## config.mk

```make
export PLATFORM = sky130hd
export DESIGN_NAME = hpdmc_wrdatapath
export DESIGN_NICKNAME = d
export VERILOG_FILES = /design/src/rtl/hpdmc_ddr_pkg.sv /design/src/rtl/hpdmc_wrdatapath_seq.sv /design/src/rtl/hpdmc_wrdatapath.sv
export SDC_FILE = /design/constraint.sdc
export NUM_CORES = 1
export LEC_CHECK = 0
export CORE_AREA = 2 2 74 62
export CTS_CLUSTER_DIAMETER = 100
export DETAILED_ROUTE_END_ITERATION = 10
export DIE_AREA = 0 0 76 64
export GPL_TIMING_DRIVEN = 0
export PLACE_DENSITY = 0.73
export SLEW_MARGIN = 20
export SYNTH_ARGS = -nofsm -noshare
export SYNTH_HDL_FRONTEND = slang
export SYNTH_HIERARCHICAL = 1
export SYNTH_SLANG_ARGS = --single-unit
```

## constraint.sdc

```tcl
create_clock -name sys_clk -period 3.2 [get_ports sys_clk]
set_input_delay 0.64 -clock sys_clk [delete_from_list [all_inputs] [get_ports sys_clk]]
set_output_delay 0.64 -clock sys_clk [all_outputs]
set_load 0.005 [all_outputs]
```

## src/rtl/hpdmc_ddr_pkg.sv

```systemverilog
// Shared definitions for the HPDMC DDR16 datapath blocks.
//   - wr_state_e    : write-path FSM encoding (IDLE/PREAMBLE/BURST/POSTAMBLE)
//   - DQS_*         : DQS ODDR data pattern while bursting and while quiet
//   - DM_ALL_MASKED : data-mask value that blocks every byte lane
package hpdmc_ddr_pkg;

  typedef enum logic [1:0] {
    ST_IDLE      = 2'd0,
    ST_PREAMBLE  = 2'd1,
    ST_BURST     = 2'd2,
    ST_POSTAMBLE = 2'd3
  } wr_state_e;

  // During a burst DQS is driven 1 on the rising half and 0 on the falling
  // half, so the strobe toggles once per DDR bit. Outside a burst (preamble,
  // postamble) it is held low while still enabled.
  localparam logic DQS_RISE_BURST = 1'b1;
  localparam logic DQS_FALL_BURST = 1'b0;
  localparam logic DQS_RISE_QUIET = 1'b0;
  localparam logic DQS_FALL_QUIET = 1'b0;

  // Wide enough for DQ_WIDTH up to 128; users take the low DQ_WIDTH/8 bits.
  localparam logic [15:0] DM_ALL_MASKED = 16'hFFFF;

endpackage

```

## src/rtl/hpdmc_wrdatapath_seq.sv

```systemverilog
// Write-path sequencer: FSM plus beat counter.
// Ports:
//   sys_clk_i, sys_rst_i : clock, synchronous active-high reset
//   write_i              : WRITE command pulse
//   state_o              : current FSM state (also the debug view)
//   cnt_o                : beat counter within BURST
//   data_ack_o           : source beat consumed at this edge
//   busy_o               : a write pulse now would be ignored
// Handshake: data_ack_o is a consume strobe with no back-pressure; the source
// must present valid data in every cycle where data_ack_o is high.
module hpdmc_wrdatapath_seq
  import hpdmc_ddr_pkg::*;
#(
  parameter int BURST_CYCLES = 4,
  parameter int CW           = (BURST_CYCLES > 2) ? $clog2(BURST_CYCLES) : 1
) (
  input  logic          sys_clk_i,
  input  logic          sys_rst_i,
  input  logic          write_i,
  output wr_state_e     state_o,
  output logic [CW-1:0] cnt_o,
  output logic          data_ack_o,
  output logic          busy_o
);

  localparam logic [CW-1:0] LAST_BEAT = CW'(BURST_CYCLES - 1);

  wr_state_e     state_q, state_d;
  logic [CW-1:0] cnt_q, cnt_d;
  logic          last_beat;

  assign last_beat = (cnt_q == LAST_BEAT);

  always_comb begin
    state_d = state_q;
    cnt_d   = cnt_q;
    unique case (state_q)
      ST_IDLE: begin
        if (write_i) state_d = ST_PREAMBLE;
      end
      ST_PREAMBLE: begin
        state_d = ST_BURST;
        cnt_d   = '0;
      end
      ST_BURST: begin
        if (last_beat) begin
          // A write on the last beat chains a new burst with no gap.
          cnt_d = '0;
          if (!write_i) state_d = ST_POSTAMBLE;
        end else begin
          cnt_d = cnt_q + 1'b1;
        end
      end
      ST_POSTAMBLE: begin
        state_d = write_i ? ST_PREAMBLE : ST_IDLE;
      end
      default: begin
        state_d = ST_IDLE;
        cnt_d   = '0;
      end
    endcase
  end

  always_ff @(posedge sys_clk_i) begin
    if (sys_rst_i) begin
      state_q <= ST_IDLE;
      cnt_q   <= '0;
    end else begin
      state_q <= state_d;
      cnt_q   <= cnt_d;
    end
  end

  // Ack exactly when the next state is BURST: the top loads the beat then.
  assign data_ack_o = (state_q == ST_PREAMBLE) ||
                      ((state_q == ST_BURST) && (!last_beat || write_i));
  assign busy_o     = (state_q == ST_PREAMBLE) ||
                      ((state_q == ST_BURST) && !last_beat);

  assign state_o = state_q;
  assign cnt_o   = cnt_q;

endmodule

```

## src/rtl/hpdmc_wrdatapath.sv

```systemverilog
// Write-direction datapath of the DDR16 controller. Fetches one beat per
// sys_clk on each accepted WRITE and drives the output DDR register bank
// with data/mask halves, DQ/DQS enables and DQS pre/postamble.
// Ports:
//   sys_clk, sys_rst       : clock, synchronous active-high reset
//   write / busy           : WRITE pulse in, reject indication out
//   write_data, write_mask : source beat ({rise, fall} halves)
//   data_ack               : beat consumed at this edge
//   dq_rise/fall, dm_rise/fall, dq_oe : DQ/DM ODDR data and enable
//   dqs_rise/fall, dqs_oe  : DQS ODDR data and enable
//   err_count              : only with HPDMC_WRDATAPATH_ERRCNT_EN defined;
//                            saturating count of writes ignored while busy
// Macro: HPDMC_WRDATAPATH_ERRCNT_EN
module hpdmc_wrdatapath
  import hpdmc_ddr_pkg::*;
#(
  parameter int DQ_WIDTH     = 16,
  parameter int BURST_CYCLES = 4
) (
  input  logic                  sys_clk,
  input  logic                  sys_rst,
  input  logic                  write,
  output logic                  busy,
  input  logic [2*DQ_WIDTH-1:0] write_data,
  input  logic [DQ_WIDTH/4-1:0] write_mask,
  output logic                  data_ack,
  output logic [DQ_WIDTH-1:0]   dq_rise,
  output logic [DQ_WIDTH-1:0]   dq_fall,
  output logic [DQ_WIDTH/8-1:0] dm_rise,
  output logic [DQ_WIDTH/8-1:0] dm_fall,
  output logic                  dq_oe,
  output logic                  dqs_rise,
  output logic                  dqs_fall,
  output logic                  dqs_oe
`ifdef HPDMC_WRDATAPATH_ERRCNT_EN
  ,
  output logic [15:0]           err_count
`endif
);

  localparam int DMW = DQ_WIDTH / 8;
  localparam int CW  = (BURST_CYCLES > 2) ? $clog2(BURST_CYCLES) : 1;
  localparam logic [DMW-1:0] DM_OFF = DM_ALL_MASKED[DMW-1:0];

  wr_state_e     state;
  logic [CW-1:0] seq_cnt_unused;  // beat counter tap, for debug probing
  logic          ack;
  logic          busy_w;

  hpdmc_wrdatapath_seq #(
    .BURST_CYCLES (BURST_CYCLES),
    .CW           (CW)
  ) u_seq (
    .sys_clk_i  (sys_clk),
    .sys_rst_i  (sys_rst),
    .write_i    (write),
    .state_o    (state),
    .cnt_o      (seq_cnt_unused),
    .data_ack_o (ack),
    .busy_o     (busy_w)
  );

  assign data_ack = ack;
  assign busy     = busy_w;

  logic [DQ_WIDTH-1:0] dq_rise_q, dq_fall_q;
  logic [DMW-1:0]      dm_rise_q, dm_fall_q;
  logic                dq_oe_q, dqs_oe_q, dqs_rise_q, dqs_fall_q;
  logic                dq_oe_d, dqs_oe_d;

  // The next state is BURST exactly when a beat is acked, so the ack doubles
  // as the next-cycle DQ enable. DQS stays enabled for every non-IDLE state,
  // including the postamble that follows the last beat.
  assign dq_oe_d  = ack;
  assign dqs_oe_d = ack || (state == ST_BURST) ||
                    (write && ((state == ST_IDLE) || (state == ST_POSTAMBLE)));

  always_ff @(posedge sys_clk) begin
    if (sys_rst) begin
      dq_rise_q  <= '0;
      dq_fall_q  <= '0;
      dm_rise_q  <= DM_OFF;
      dm_fall_q  <= DM_OFF;
      dq_oe_q    <= 1'b0;
      dqs_oe_q   <= 1'b0;
      dqs_rise_q <= DQS_RISE_QUIET;
      dqs_fall_q <= DQS_FALL_QUIET;
    end else begin
      dq_oe_q    <= dq_oe_d;
      dqs_oe_q   <= dqs_oe_d;
      dqs_rise_q <= dq_oe_d ? DQS_RISE_BURST : DQS_RISE_QUIET;
      dqs_fall_q <= dq_oe_d ? DQS_FALL_BURST : DQS_FALL_QUIET;
      if (ack) begin
        dq_rise_q <= write_data[2*DQ_WIDTH-1:DQ_WIDTH];
        dq_fall_q <= write_data[DQ_WIDTH-1:0];
        dm_rise_q <= write_mask[2*DMW-1:DMW];
        dm_fall_q <= write_mask[DMW-1:0];
      end else begin
        dq_rise_q <= '0;
        dq_fall_q <= '0;
        dm_rise_q <= DM_OFF;
        dm_fall_q <= DM_OFF;
      end
    end
  end

  assign dq_rise  = dq_rise_q;
  assign dq_fall  = dq_fall_q;
  assign dm_rise  = dm_rise_q;
  assign dm_fall  = dm_fall_q;
  assign dq_oe    = dq_oe_q;
  assign dqs_oe   = dqs_oe_q;
  assign dqs_rise = dqs_rise_q;
  assign dqs_fall = dqs_fall_q;

`ifdef HPDMC_WRDATAPATH_ERRCNT_EN
  logic [15:0] err_count_q, err_count_d;

  always_comb begin
    err_count_d = err_count_q;
    if (write && busy_w && (err_count_q != 16'hFFFF))
      err_count_d = err_count_q + 16'd1;
  end

  always_ff @(posedge sys_clk) begin
    if (sys_rst) err_count_q <= '0;
    else         err_count_q <= err_count_d;
  end

  assign err_count = err_count_q;
`endif

endmodule

```

==> results.toml <==
[run_status]
outcome = "finished, final reports clean"

[yosys]
synth_seq_area_share_pct = 60.2
synth_seq_cells = 42
syn_area_sq_mm = 0.00140
ys_types = 23
netlist_instances = 117
syn_area_per_cell_sq_um = 11.9
yosysTopAreaCell = "dfxtp_1"
synth_fp_nets = 163
yosysTopAreaCellShare_pct = 60.2
ys_warn_count = 6
synth_area_leaders = "dfxtp_1 60%, and2_1 14%, ha_1 6.3%, buf_6 3.2%, nand2b_1 2.2%"

[floorplanning]
die_area_sq_mm = 0.00486
die_h_microns = 64
start_util_pct = 34.3
fp.coreArea_sq_mm = 0.00407
io_pins = 81
die_w_microns = 76
rows = 21

[clock_network]
post_cts_buffers = 0
cts.clk_slew.worst_paths_ps = 80
ctsLongestPathBuffers = 2
numCtsBuffers = 5
clk_latency_ps = 290
root_buffer = "clkbuf_8"
cts.sinks = 42
ctsResizeCount = 0
cts_hold_buf = 0
tritoncts = "built"
cts_htree_levels = 2

[route]
routed_wl_mm = 3.16
drtAntennaViolNets = 0
vias = 1107
drc = 0
viasPerCell = 4.24
drt-initial-drc-count = 28
wl_per_cell_microns = 12.1
first_pass_iters = 4

[worst_setup_path]
worstPathCellList = "clkdlybuf4s50_1 > nand2b_4 > a21o_2 > clkdlybuf4s50_1"
critical_path_class = "primary input to output port"
path_max_fanout = 5
required_ps = 2560
cpMostUsedCell = "clkdlybuf4s50_1"
crit_path_end_kind = "output port"
slowest_stage = "clkdlybuf4s50_1"
critical-path-max-stage-delay_ps = 570
start_kind = "primary input"
arrival_ps = 2060

[grt]
grt_overflow = 0
grtUsageTotal_pct = 13.6
grt_pass1_wl_mm = 5.20
antenna_found_initial = 0
grt_pass1_vias = 1189
grt_max_degree = 14

[cells_and_area]
n_antenna_cell = 0
drive_gt1_share_pct = 8.82
fin_nets = 249
finalInstanceArea_sq_mm = 0.00237
area_delta_synth_final_pct = 69.6
fillCellCount = 371

[placed_design]
dp_hpwl_mm = 2.49
placed_area_sq_mm = 0.00226
portBuffers = 79
globalplace.congestion = 0.648

[sta]
setup_tns_ps = 0
final_max_slew_viol_count = 0
period_minus_slack_ps = 2700
hold_violations = 0
max_freq_mhz = 371
fin_skew_ps = 8.32
fin_crit_sh_pct = 84.2
setup_viol = 0
rsz0062_at_grt = "no"
hold_ws_ps = 503

[min_path]
hp-class = "flop to flop"

[power]
vdd.ir_drop.worst_uv = 455
pwr_density_cell_mw_per_mm2 = 743
leakagePower_nw = 0.957

[run]
drv_cap = 0
-- area by class of cell --
| type | count | area [sq um] | area share, % |
|---|---|---|---|
| Timing Repair Buffer | 79 | 791 | 33.4 |
| Clock buffer | 6 | 72.6 | 3.06 |
| Multi-Input combinational cell | 64 | 477 | 20.1 |
| Sequential cell | 42 | 841 | 35.5 |
| Inverter | 5 | 18.8 | 0.792 |
| Tap cell | 57 | 71.3 | 3.01 |
| Clock inverter | 2 | 37.5 | 1.58 |
| Buffer | 6 | 60.1 | 2.54 |
-- metal layers --
metal	wire (microns)	track usage [%]
met2	1570	24.0
met4	46	5.00
met5	0	0
met3	337	5.93
met1	1210	14.7
-- power breakdown --
group / internal (mW) / switching (mW)
Sequential: 0.647 / 0.0465
Clock: 0.233 / 0.175
Combinational: 0.427 / 0.230
Total: 1.31 / 0.452
-- kinds of logic after synthesis --
logic type / synth area share [%]
simple gates: 20.5
flops: 60.2
compound gates: 6.36
buf+inv: 5.64
fa+ha+maj: 6.27
mux: 0.717
other cells: 0.269
-- flip-flops by register name, indices dropped and copies added (netlist names) --
name / cells
dm_fall: 2
dq_fall: 16
dq_rise: 16
dqs_oe: 1
u_seq/cnt_o: 2
u_seq/state_o: 2
dm_rise: 2
dq_oe: 1
-- final timing paths --
| check | endpoint | start | depth (start not counted) | slack [ps] |
|---|---|---|---|---|
| min reg2reg | u_seq/cnt_o[1] | u_seq/cnt_o[1] | 2 | 500 |
| max reg2reg | dq_fall[3] | u_seq/state_o[0] | 7 | 1550 |
| min | u_seq/cnt_o[1] | u_seq/cnt_o[1] | 2 | 500 |
| max | data_ack | write | 4 | 500 |
-- critical path, delay by kind of cell --
kind | cells | cell delay, ps
compound gates | 1 | 160
simple gates | 1 | 190
buf+inv | 2 | 1070
-- cell usage after synthesis, drive strengths merged --
master	number
conb	1
mux2i	1
a211o	1
ha	7
a211oi	3
a22o	1
dfxtp	42
a221oi	1
buf	6
a21oi	1
nor2b	1
nor3b	1
nand3b	1
nor2	2
a21o	3
a311oi	1
nand3	1
nand2b	6
and2	32
inv	5
-- metrics by stage --
step           power (mW)  utilization [%]  setup slack, ps  std cells
2_1_floorplan       0.996                -             1560        117
3_3_place_gp         1.34             55.5              545        253
3_5_place_dp         1.37             55.5              502        253
4_1_cts              1.78             58.2              496        261
5_1_grt              1.87             58.2              446        261
6_report             1.76             58.2              505        261
-- layout by cell type, fill, tap and decap left out, types with 2 or more instances in the layout --
cell / count
and2_1: 32
a21o_2: 2
a211oi_1: 3
buf_6: 4
buf_4: 2
ha_1: 7
clkdlybuf4s50_1: 79
clkbuf_8: 5
inv_1: 5
dfxtp_1: 42
nor2_1: 2
nand2b_1: 5
No activity file was read; power rests on OpenSTA's default activity.
